===== src/rtl/renkon_unpool_pkg.sv =====
// renkon_unpool_pkg -- shared definitions for the renkon unpooling block.
//   RENKON_DWIDTH : default signed pixel width
//   RENKON_LWIDTH : default width of size/config fields
//   unpool_state_t: controller states (idle, row load, row emit, finish)
package renkon_unpool_pkg;

   localparam int RENKON_DWIDTH = 16;
   localparam int RENKON_LWIDTH = 10;

   typedef enum logic [1:0] {
      S_IDLE,
      S_LOAD,
      S_EMIT,
      S_FIN
   } unpool_state_t;

endpackage


===== src/rtl/renkon_unpool_rowbuf.sv =====
// renkon_unpool_rowbuf -- one pooled row of pixels.
// Synchronous RAM, MAXW x DWIDTH, one write port and one read port.
// The read data register updates only when rd_en is high, so it holds its
// value while the downstream output stage is stalled.
//   clk              : clock
//   wr_en/addr/data  : write port
//   rd_en/addr       : read request
//   rd_data          : read data, valid one cycle after rd_en
module renkon_unpool_rowbuf
   import renkon_unpool_pkg::*;
#(
   parameter int DWIDTH = RENKON_DWIDTH,
   parameter int MAXW   = 256,
   parameter int AW     = (MAXW > 1) ? $clog2(MAXW) : 1
) (
   input  logic                     clk,
   input  logic                     wr_en,
   input  logic [AW-1:0]            wr_addr,
   input  logic signed [DWIDTH-1:0] wr_data,
   input  logic                     rd_en,
   input  logic [AW-1:0]            rd_addr,
   output logic signed [DWIDTH-1:0] rd_data
);

   logic signed [DWIDTH-1:0] mem [MAXW];

   always_ff @(posedge clk) begin
      if (wr_en) mem[wr_addr] <= wr_data;
      if (rd_en) rd_data <= mem[rd_addr];
   end

endmodule


===== src/rtl/renkon_unpool.sv =====
// renkon_unpool -- expands a pooled square map back to full resolution.
// Each pooled pixel covers a P x P output window. A pooled row is loaded into
// the row buffer, then replayed as P output rows of N*P pixels.
// Optional build macro RENKON_UNPOOL_ZERO_EN: zero-insertion mode (pooled
// value only at window position (0,0), zero elsewhere); same beat timing.
//   clk, xrst                 : clock, async active-high reset
//   start                     : begin one map (honoured only when idle)
//   w_fea_size, w_pool_size   : full map side F, expansion factor P (0 -> 1)
//   in_valid/in_ready/pixel_in     : pooled pixel stream, raster order
//   out_valid/out_ready/pixel_out  : expanded pixel stream, raster order
//   busy                      : map in progress
//   done                      : one-cycle pulse after the last output beat
module renkon_unpool
   import renkon_unpool_pkg::*;
#(
   parameter int DWIDTH = RENKON_DWIDTH,
   parameter int LWIDTH = RENKON_LWIDTH,
   parameter int MAXW   = 256
) (
   input  logic                     clk,
   input  logic                     xrst,
   input  logic                     start,
   input  logic [LWIDTH-1:0]        w_fea_size,
   input  logic [LWIDTH-1:0]        w_pool_size,
   input  logic                     in_valid,
   output logic                     in_ready,
   input  logic signed [DWIDTH-1:0] pixel_in,
   output logic                     out_valid,
   input  logic                     out_ready,
   output logic signed [DWIDTH-1:0] pixel_out,
   output logic                     busy,
   output logic                     done
);

   localparam int AW = (MAXW > 1) ? $clog2(MAXW) : 1;
   localparam logic [LWIDTH-1:0] ONE = LWIDTH'(1);

   unpool_state_t state, state_nx;

   logic [LWIDTH-1:0] p_eff, n_div, n_start;
   logic [LWIDTH-1:0] n_q, p_q;
   logic [LWIDTH-1:0] c_q, sc_q, sr_q, r_q;
   logic              issue_done_q;
   logic              s1_v, s1_last, out_last;
`ifdef RENKON_UNPOOL_ZERO_EN
   logic              s1_first;
`endif
   logic signed [DWIDTH-1:0] rd_data, emit_value;

   logic in_fire, out_fire, out_load, issue, last_fire;
   logic sc_wrap, c_wrap, sr_wrap, issue_last, row_last;

   // Config decode at start: P=0 means 1, N clamped to the buffer depth.
   always_comb begin
      p_eff   = (w_pool_size == '0) ? ONE : w_pool_size;
      n_div   = w_fea_size / p_eff;
      n_start = (n_div > LWIDTH'(MAXW)) ? LWIDTH'(MAXW) : n_div;
   end

   always_comb begin
      sc_wrap    = (sc_q == p_q - ONE);
      c_wrap     = (c_q == n_q - ONE);
      sr_wrap    = (sr_q == p_q - ONE);
      issue_last = sc_wrap && c_wrap && sr_wrap;
      row_last   = (r_q == n_q - ONE);
      in_fire    = in_valid && in_ready;
      out_fire   = out_valid && out_ready;
      last_fire  = out_fire && out_last;
      // Two-stage read pipeline: RAM read (s1) then output register.
      // A new read is issued only when s1 is empty or moving on, so the
      // RAM data register never gets overwritten under a stall.
      out_load   = s1_v && (!out_valid || out_ready);
      issue      = (state == S_EMIT) && !issue_done_q && (!s1_v || out_load);
   end

   // State register
   always_ff @(posedge clk or posedge xrst) begin
      if (xrst) state <= S_IDLE;
      else      state <= state_nx;
   end

   // Next-state logic
   always_comb begin
      state_nx = state;
      case (state)
         S_IDLE:  if (start) state_nx = (n_start == '0) ? S_FIN : S_LOAD;
         S_LOAD:  if (in_fire && c_wrap) state_nx = S_EMIT;
         S_EMIT:  if (last_fire) state_nx = row_last ? S_FIN : S_LOAD;
         S_FIN:   state_nx = S_IDLE;
         default: state_nx = S_IDLE;
      endcase
   end

   // Output decode
   always_comb begin
      in_ready = (state == S_LOAD);
      busy     = (state != S_IDLE);
      done     = (state == S_FIN);
   end

   // Config latch and counters. Emit counters wrap back to zero on the last
   // issued beat of a row, so the next LOAD starts from column 0.
   always_ff @(posedge clk or posedge xrst) begin
      if (xrst) begin
         n_q          <= '0;
         p_q          <= '0;
         c_q          <= '0;
         sc_q         <= '0;
         sr_q         <= '0;
         r_q          <= '0;
         issue_done_q <= 1'b0;
      end else begin
         case (state)
            S_IDLE: if (start) begin
               n_q          <= n_start;
               p_q          <= p_eff;
               c_q          <= '0;
               sc_q         <= '0;
               sr_q         <= '0;
               r_q          <= '0;
               issue_done_q <= 1'b0;
            end
            S_LOAD: if (in_fire) begin
               c_q <= c_wrap ? '0 : c_q + ONE;
               if (c_wrap) issue_done_q <= 1'b0;
            end
            S_EMIT: begin
               if (issue) begin
                  if (sc_wrap) begin
                     sc_q <= '0;
                     if (c_wrap) begin
                        c_q  <= '0;
                        sr_q <= sr_wrap ? '0 : sr_q + ONE;
                     end else begin
                        c_q <= c_q + ONE;
                     end
                  end else begin
                     sc_q <= sc_q + ONE;
                  end
                  if (issue_last) issue_done_q <= 1'b1;
               end
               if (last_fire) r_q <= r_q + ONE;
            end
            default: ;
         endcase
      end
   end

`ifdef RENKON_UNPOOL_ZERO_EN
   always_comb emit_value = s1_first ? rd_data : '0;
`else
   always_comb emit_value = rd_data;
`endif

   // Read stage flags and output register
   always_ff @(posedge clk or posedge xrst) begin
      if (xrst) begin
         s1_v      <= 1'b0;
         s1_last   <= 1'b0;
`ifdef RENKON_UNPOOL_ZERO_EN
         s1_first  <= 1'b0;
`endif
         out_valid <= 1'b0;
         out_last  <= 1'b0;
         pixel_out <= '0;
      end else begin
         if (issue) begin
            s1_v     <= 1'b1;
            s1_last  <= issue_last;
`ifdef RENKON_UNPOOL_ZERO_EN
            s1_first <= (sc_q == '0) && (sr_q == '0);
`endif
         end else if (out_load) begin
            s1_v <= 1'b0;
         end
         if (out_load) begin
            out_valid <= 1'b1;
            out_last  <= s1_last;
            pixel_out <= emit_value;
         end else if (out_fire) begin
            out_valid <= 1'b0;
            out_last  <= 1'b0;
            pixel_out <= '0;
         end
      end
   end

   renkon_unpool_rowbuf #(
      .DWIDTH (DWIDTH),
      .MAXW   (MAXW),
      .AW     (AW)
   ) u_rowbuf (
      .clk     (clk),
      .wr_en   (in_fire),
      .wr_addr (c_q[AW-1:0]),
      .wr_data (pixel_in),
      .rd_en   (issue),
      .rd_addr (c_q[AW-1:0]),
      .rd_data (rd_data)
   );

endmodule


===== config.mk =====
export PLATFORM = sky130hd
export DESIGN_NAME = renkon_unpool
export DESIGN_NICKNAME = d
export VERILOG_FILES = /design/src/rtl/renkon_unpool_pkg.sv /design/src/rtl/renkon_unpool_rowbuf.sv /design/src/rtl/renkon_unpool.sv
export SDC_FILE = /design/constraint.sdc
export NUM_CORES = 2
export LEC_CHECK = 0
export CAP_MARGIN = 10
export CORE_ASPECT_RATIO = 1.2
export CORE_UTILIZATION = 50
export CTS_BUF_LIST = sky130_fd_sc_hd__clkbuf_8
export DETAILED_ROUTE_END_ITERATION = 12
export PLACE_DENSITY = 0.62
export SYNTH_ARGS = -nofsm -noshare
export SYNTH_HDL_FRONTEND = slang
export SYNTH_SLANG_ARGS = --single-unit

===== constraint.sdc =====
create_clock -name clk -period 6.7 [get_ports clk]
set_input_delay 2.01 -clock clk [delete_from_list [all_inputs] [get_ports clk]]
set_output_delay 2.01 -clock clk [all_outputs]
set_load 0.02 [all_outputs]

After elaboration in Yosys (flattened, before gate mapping)

Memories as Yosys holds them, arrays and structs flattened. A register that Yosys moved wholly into a read port is not among the register bits.
Index checks and enable logic that the tools add are counted.

Memories kept: 1
Logic and storage cells: 106
Bits in writable memories: 4096
Register bits: 83

Memories:

| name         | depth | width | rd ports | clocked after memory_dff | wr ports | RTL line                   | source |
|---|---|---|---|---|---|---|---|
| u_rowbuf.mem | 256   | 16    | 1        | 1                        | 1        | renkon_unpool_rowbuf.sv:25 | `logic signed [DWIDTH-1:0] mem [MAXW];` |

Equal/unequal tests: 16
Reductions and logical operators: 29
$lt $le $gt $ge: 1
$add $sub $neg: 6
Multiplexer cells: 39
Divide/modulo/power cells: 1

Operators with widths:

| kind                  | number |
|---|---|
| $mux 10               | 14 |
| $pmux 10 s2           | 3 |
| $add 10x1->10 const B | 4 |
| $eq 10x10->1          | 4 |
| $mux 16               | 2 |
| $pmux 10 s3           | 1 |
| $logic_not 10->1      | 2 |
| $sub 10x1->10 const B | 2 |
| $mux 1                | 12 |
| $ne 2x2->1 const B    | 6 |
| $div 10x10->10        | 1 |
| $gt 10x9->1 const B   | 1 |
| $mux 2                | 5 |
| $reduce_and 5->1      | 2 |
| $logic_and 1x1->1     | 9 |
| $reduce_and 3->1      | 3 |
| $pmux 2 s4            | 1 |
| $reduce_bool 2->1     | 4 |
| $ne 2x1->1 const B    | 3 |
| $reduce_and 6->1      | 1 |
| $eq 2x2->1 const B    | 2 |
| $logic_not 1->1       | 3 |
| $pmux 1 s3            | 1 |
| $reduce_bool 3->1     | 1 |
| other kinds (4)       | 5 |

Longest topological paths before layout

Word-level depth: 9
Gate-level depth with buffers: 68
Depth with buffers taken out: 65

Hierarchy

A second synthesis with hierarchy kept.

Cell total of the unflattened synthesis: 8286
Area total of the unflattened synthesis: 166567.3 µm²

By module, submodules not included:

| module               | cells each | area an instance (µm²) | times used |
|---|---|---|---|
| renkon_unpool_rowbuf | 7360       | 158874.9               | 1 |
| renkon_unpool        | 926        | 7692.4                 | 1 |

Least setup slack after synthesis

OpenSTA, ideal clock, no wires.

Kind: input to register
Start: in w_pool_size[6]
End: reg n_q[5]
Setup slack: -9.898 ns
Required time: 6.605 ns
Cell stages on the path: 63
Path buffers: 3
Library setup time: 0.095 ns
Data arrival time: 16.502 ns
Cells stage by stage: nor4_2 and3_1 nor2_1 ha_1 a41oi_1 a21oi_1 ha_1 o21a_1 o211ai_1 mux2i_1 inv_1 ha_1 o211ai_1 a21o_1 or4_1 nand2_1 ha_1 a21oi_1 (+27 left out) o21ai_1 clkbuf_1 a21oi_1 ha_1 o211ai_1 a21oi_1 nor2_1 a2111oi_1 clkbuf_1 a21oi_1 a22oi_1 ha_1 a21o_1 a2111oi_0 a21oi_1 nor4_1 a21oi_1 o31ai_1

Cells in the longest elaborated chain, start to end: 5

Ends and longest elaborated chain:

| element                | RTL line             | source |
|---|---|---|
| start: declaration     | renkon_unpool.sv:24  | `input logic [LWIDTH-1:0] w_pool_size,` |
| $logic_not 10->1       | renkon_unpool.sv:55  | `p_eff = (w_pool_size == '0) ? ONE : w_pool_size;` |
| $mux 10 (*)            | renkon_unpool.sv:55  |  |
| $div 10x10->10 (*)     | renkon_unpool.sv:56  | `n_div = w_fea_size / p_eff;` |
| $gt 10x9->1            | renkon_unpool.sv:57  | `n_start = (n_div > LWIDTH'(MAXW)) ? LWIDTH'(MAXW) : n_div;` |
| $mux 10 (*)            | renkon_unpool.sv:57  |  |
| end signal: assignment | renkon_unpool.sv:115 | `n_q <= n_start;` |
| end: declaration       | renkon_unpool.sv:41  | `logic [LWIDTH-1:0] n_q, p_q;` |

Mark *: on every way between the ends. The rest lies on a longest branch, timed or not.
A chain may end at the register's enable or synchronous reset.

Worst setup path after layout

Start: in w_pool_size[6]
End: reg state[1]

Cells in the longest elaborated chain, start to end: 9

Ends and longest elaborated chain:

| element                  | RTL line            | source |
|---|---|---|
| $logic_not 10->1         | renkon_unpool.sv:55 |  |
| $mux 10 (*)              | renkon_unpool.sv:55 |  |
| $div 10x10->10 (*)       | renkon_unpool.sv:56 |  |
| $gt 10x9->1              | renkon_unpool.sv:57 |  |
| $mux 10 (*)              | renkon_unpool.sv:57 |  |
| $logic_not 10->1 (*)     | renkon_unpool.sv:86 | `S_IDLE: if (start) state_nx = (n_start == '0) ? S_FIN : S_LOAD;` |
| $mux 2 (*) (2 in series) | renkon_unpool.sv:86 |  |
| $pmux 2 s4 (*)           | renkon_unpool.sv:85 | `case (state)` |
| end signal: assignment   | renkon_unpool.sv:79 | `else state <= state_nx;` |
| end: declaration         | renkon_unpool.sv:38 | `unpool_state_t state, state_nx;` |

Mark *: on every way between the ends. The rest lies on a longest branch, timed or not. The select of a mux whose other input is x is not followed.

==> summary.md <==
| Metric | Value |
|---|---|
| Cell Count, Final, Fillers Out | `13221` |
| RSZ-0062 raised after global routing | `true` |
| Vias/cell | `6.336` |
| Area leader, netlist | `edfxtp_1` |
| VDD IR max | `0.0002366 V` |
| DPL Wire Length | `279100 um` |
| Clk_lat worst skew | `1.29 ns` |
| Netlist Area Pre-Place | `0.1644 sq mm` |
| Syn Nets | `7547` |
| Initial Util | `50.26%` |
| Gr usage total | `27.63%` |
| I/O pins | `61` |
| CTS tree | `yes` |
| Worst EP arrival | `15.13 ns` |
| Clock period minus worst slack | `13.99 ns` |
| Unique masters post-synth | `88` |
| P&R area growth vs syn | `13.82%` |
| Chip width | `525.5 um` |
| CTS buffer count | `641` |
| Flops & latches, synth | `4195` |
| Main synth FF type | `edfxtp_1` |
| Max clock buf depth | `4` |
| PortBufs | `60` |
| Max_cap viols | `0` |
| Gr ovfl total | `0` |
| Slew at the pin closest to its max-slew limit | `1.309 ns` |
| Crit path capture type | `register` |
| Register area share after synthesis | `76.35%` |
| Die ar. | `0.3312 sq mm` |
| Final estimated routing congestion in global placement | `0.9225` |
| # rows | `230` |
| Async SR Flop Fraction | `1.979%` |
| Synth top area share | `75.09%` |
| Initial antenna violation count | `21` |
| Die H | `630.2 um` |
| # setup viols final | `9` |
| Hold_buf cts | `0` |
| Total negative slack | `-50.47 ns` |
| Cell mode on critical path | `ha_4` |
| Reg clk slew, reported paths | `0.06 ns` |
| Endpoints failing hold | `0` |
| Crit path kind | `primary input to register` |
| Fin. max-slew vios | `0` |
| Post-synthesis mux area share | `16.69%` |
| First-pass GRT wire length | `644400 um` |
| CP bufs+invs | `7` |
| Largest delay share family, worst path | `compound AO/OA/AOI/OAI gates` |
| PD cells | `334.1 mW/mm^2` |
| Layout cells sized above 1 | `33.54%` |
| Wire length per cell | `34.56 um` |
| Synth Area in Compound Gates | `2.602%` |
| Crit path max fanout | `6` |
| Remaining DRCs | `0` |
| Largest family of logic cells by synthesized area | `multiplexers` |
| Yosys Warn Count | `0` |
| CP Launch Type | `primary input` |
| Top achievable clock speed | `71.49 MHz` |
| Post-Synth Adder-Cell Area | `0.5326%` |
| CTS H-Tree Depth | `6` |
| Synth Area in XOR/XNOR | `0.4595%` |
| Post-route ant nets | `0` |
| Pleak | `59.05 nW` |
| Outcome | `finished with violations` |
| Final worst slack | `-7.288 ns` |
| Synth Area in Simple Gates | `2.057%` |
| Synth area leaders | `edfxtp_1 75%, mux4_2 16%, dfrtp_1 1.3%, mux2i_1 0.84%, nor2_1 0.79%` |
| Total wire length | `456900 um` |
| Hold Path Class | `register to register` |
| Syn avg cell area | `22.12 sq um` |
| Fin crit share | `208.8%` |
| Synth Instances | `7436` |
| Number of synthesized flops with an enable pin | `4112` |
| 1st-pass router iterations | `6` |
| Crit-path slowest cell | `or4_4` |
| Worst rel slew slack | `12.45%` |
| Clock sink count | `4195` |
| Placed Cells | `12049` |
| Initial DRC Count | `10252` |
| Vias | `83763` |
| CP peak stage delay | `0.50 ns` |
| Root Driver | `clkbuf_8` |
| Failing checks | `setup timing` |
| NumNets Final | `8564` |
| CP required | `7.84 ns` |
| Clock skew | `0.07952 ns` |
| Core area | `0.3272 sq mm` |
| Top post-synthesis cells by count | `4112 x edfxtp_1, 1152 x mux4_2, 348 x nor2_1, 198 x clkbuf_1, 138 x mux2i_1` |
| Largest net degree at the start of global routing | `160` |
| Vias in the first global route | `85438` |
| Top-count cell post-synth | `edfxtp_1` |
power by group:
group	switching, mW	internal, mW	total (mW)
Clock	9.89	9.11	19.0
Sequential	0.357	29.0	29.4
Combinational	7.79	6.35	14.1
Total	18.0	44.5	62.5
state kept, by name, summed over array words and instances (netlist names):
| name | flops |
|---|---|
| p_q | 10 |
| pixel_out | 16 |
| state | 2 |
| out_last | 1 |
| s1_v | 1 |
| s1_last | 1 |
| sc_q | 10 |
| sr_q | 10 |
| out_valid | 1 |
| issue_done_q | 1 |
| c_q | 10 |
| r_q | 10 |
| u_rowbuf.mem | 4096 |
| n_q | 10 |
| u_rowbuf.rd_data | 16 |
worst paths after layout:
kind,startpoint,endpoint,slack [ns],depth (start not counted)
max,w_pool_size[6],state[1]$_DFFE_PP0P_,-7.29,65
min,u_rowbuf.rd_data[8]$_DFFE_PP_,pixel_out[8]$_DFFE_PP0P_,0.47,1
max reg2reg,c_q[0]$_DFFE_PP0P_,u_rowbuf.rd_data[7]$_DFFE_PP_,0.73,8
min reg2reg,u_rowbuf.rd_data[8]$_DFFE_PP_,pixel_out[8]$_DFFE_PP0P_,0.47,1
max in group asynchronous,xrst,p_q[7]$_DFFE_PP0P_,4.41,3
min in group asynchronous,xrst,pixel_out[0]$_DFFE_PP0P_,1.21,2
metal layers:
layer / track usage [%] / part of all wire (%)
met1: 36.41 / 37
met2: 44.33 / 49
met3: 6.328 / 9.2
met4: 12.18 / 4.6
met5: 0 / 0.0085
layout make-up:
| type | count | area (sq um) |
|---|---|---|
| antenna | 16 | 40.04 |
| clock buffer | 651 | 8960 |
| clock inverter | 452 | 2167 |
| fill | 23901 | 140000 |
| inverter | 55 | 207.7 |
| multi-input combinational | 2771 | 38120 |
| sequential | 4195 | 125600 |
| tap | 4292 | 5370 |
| timing repair buffer | 789 | 6736 |
through the flow:
step	setup slack (ns)	cell area [sq um]	total power, mW	hold slack, ns	utilization, %
after floorplan	-8.087	164800	38.90	0.4384	-
after global placement	-9.645	175000	43.98	0.4506	53.49
after detailed placement	-9.902	175000	44.06	0.4537	53.49
after CTS	-7.238	186800	62.97	0.4677	57.09
after global routing	-7.912	187200	64.66	0.4814	57.20
final	-7.288	187200	62.53	0.4675	57.20
cell usage in the layout (no fill, tap or decap), types with 80 or more instances in the layout:
cell,netlist,routed
nor2_1,348,183
mux2i_1,138,136
nor2_2,0,162
mux4_2,1152,1152
a22oi_1,80,80
clkbuf_8,0,665
buf_4,39,671
inv_1,54,255
edfxtp_1,4112,4112
nand2_1,134,113
clkinv_1,0,145
repair_timing:
item / CTS / global route
resized for setup: 101 / 42
endpoints found under the setup margin: 9 / 9
buffers inserted: 36 / 18
pin swaps: 57 / 38
logic make-up after synthesis:
logic type | Yosys count
flip-flops | 4195
multiplexers | 1300
AND/OR/NAND/NOR | 734
AO/OA/AOI/OAI | 587
buffers and inverters | 470
XOR/XNOR | 80
adder cells (fa/ha/maj) | 70
Power figures use the tool's default switching activity.
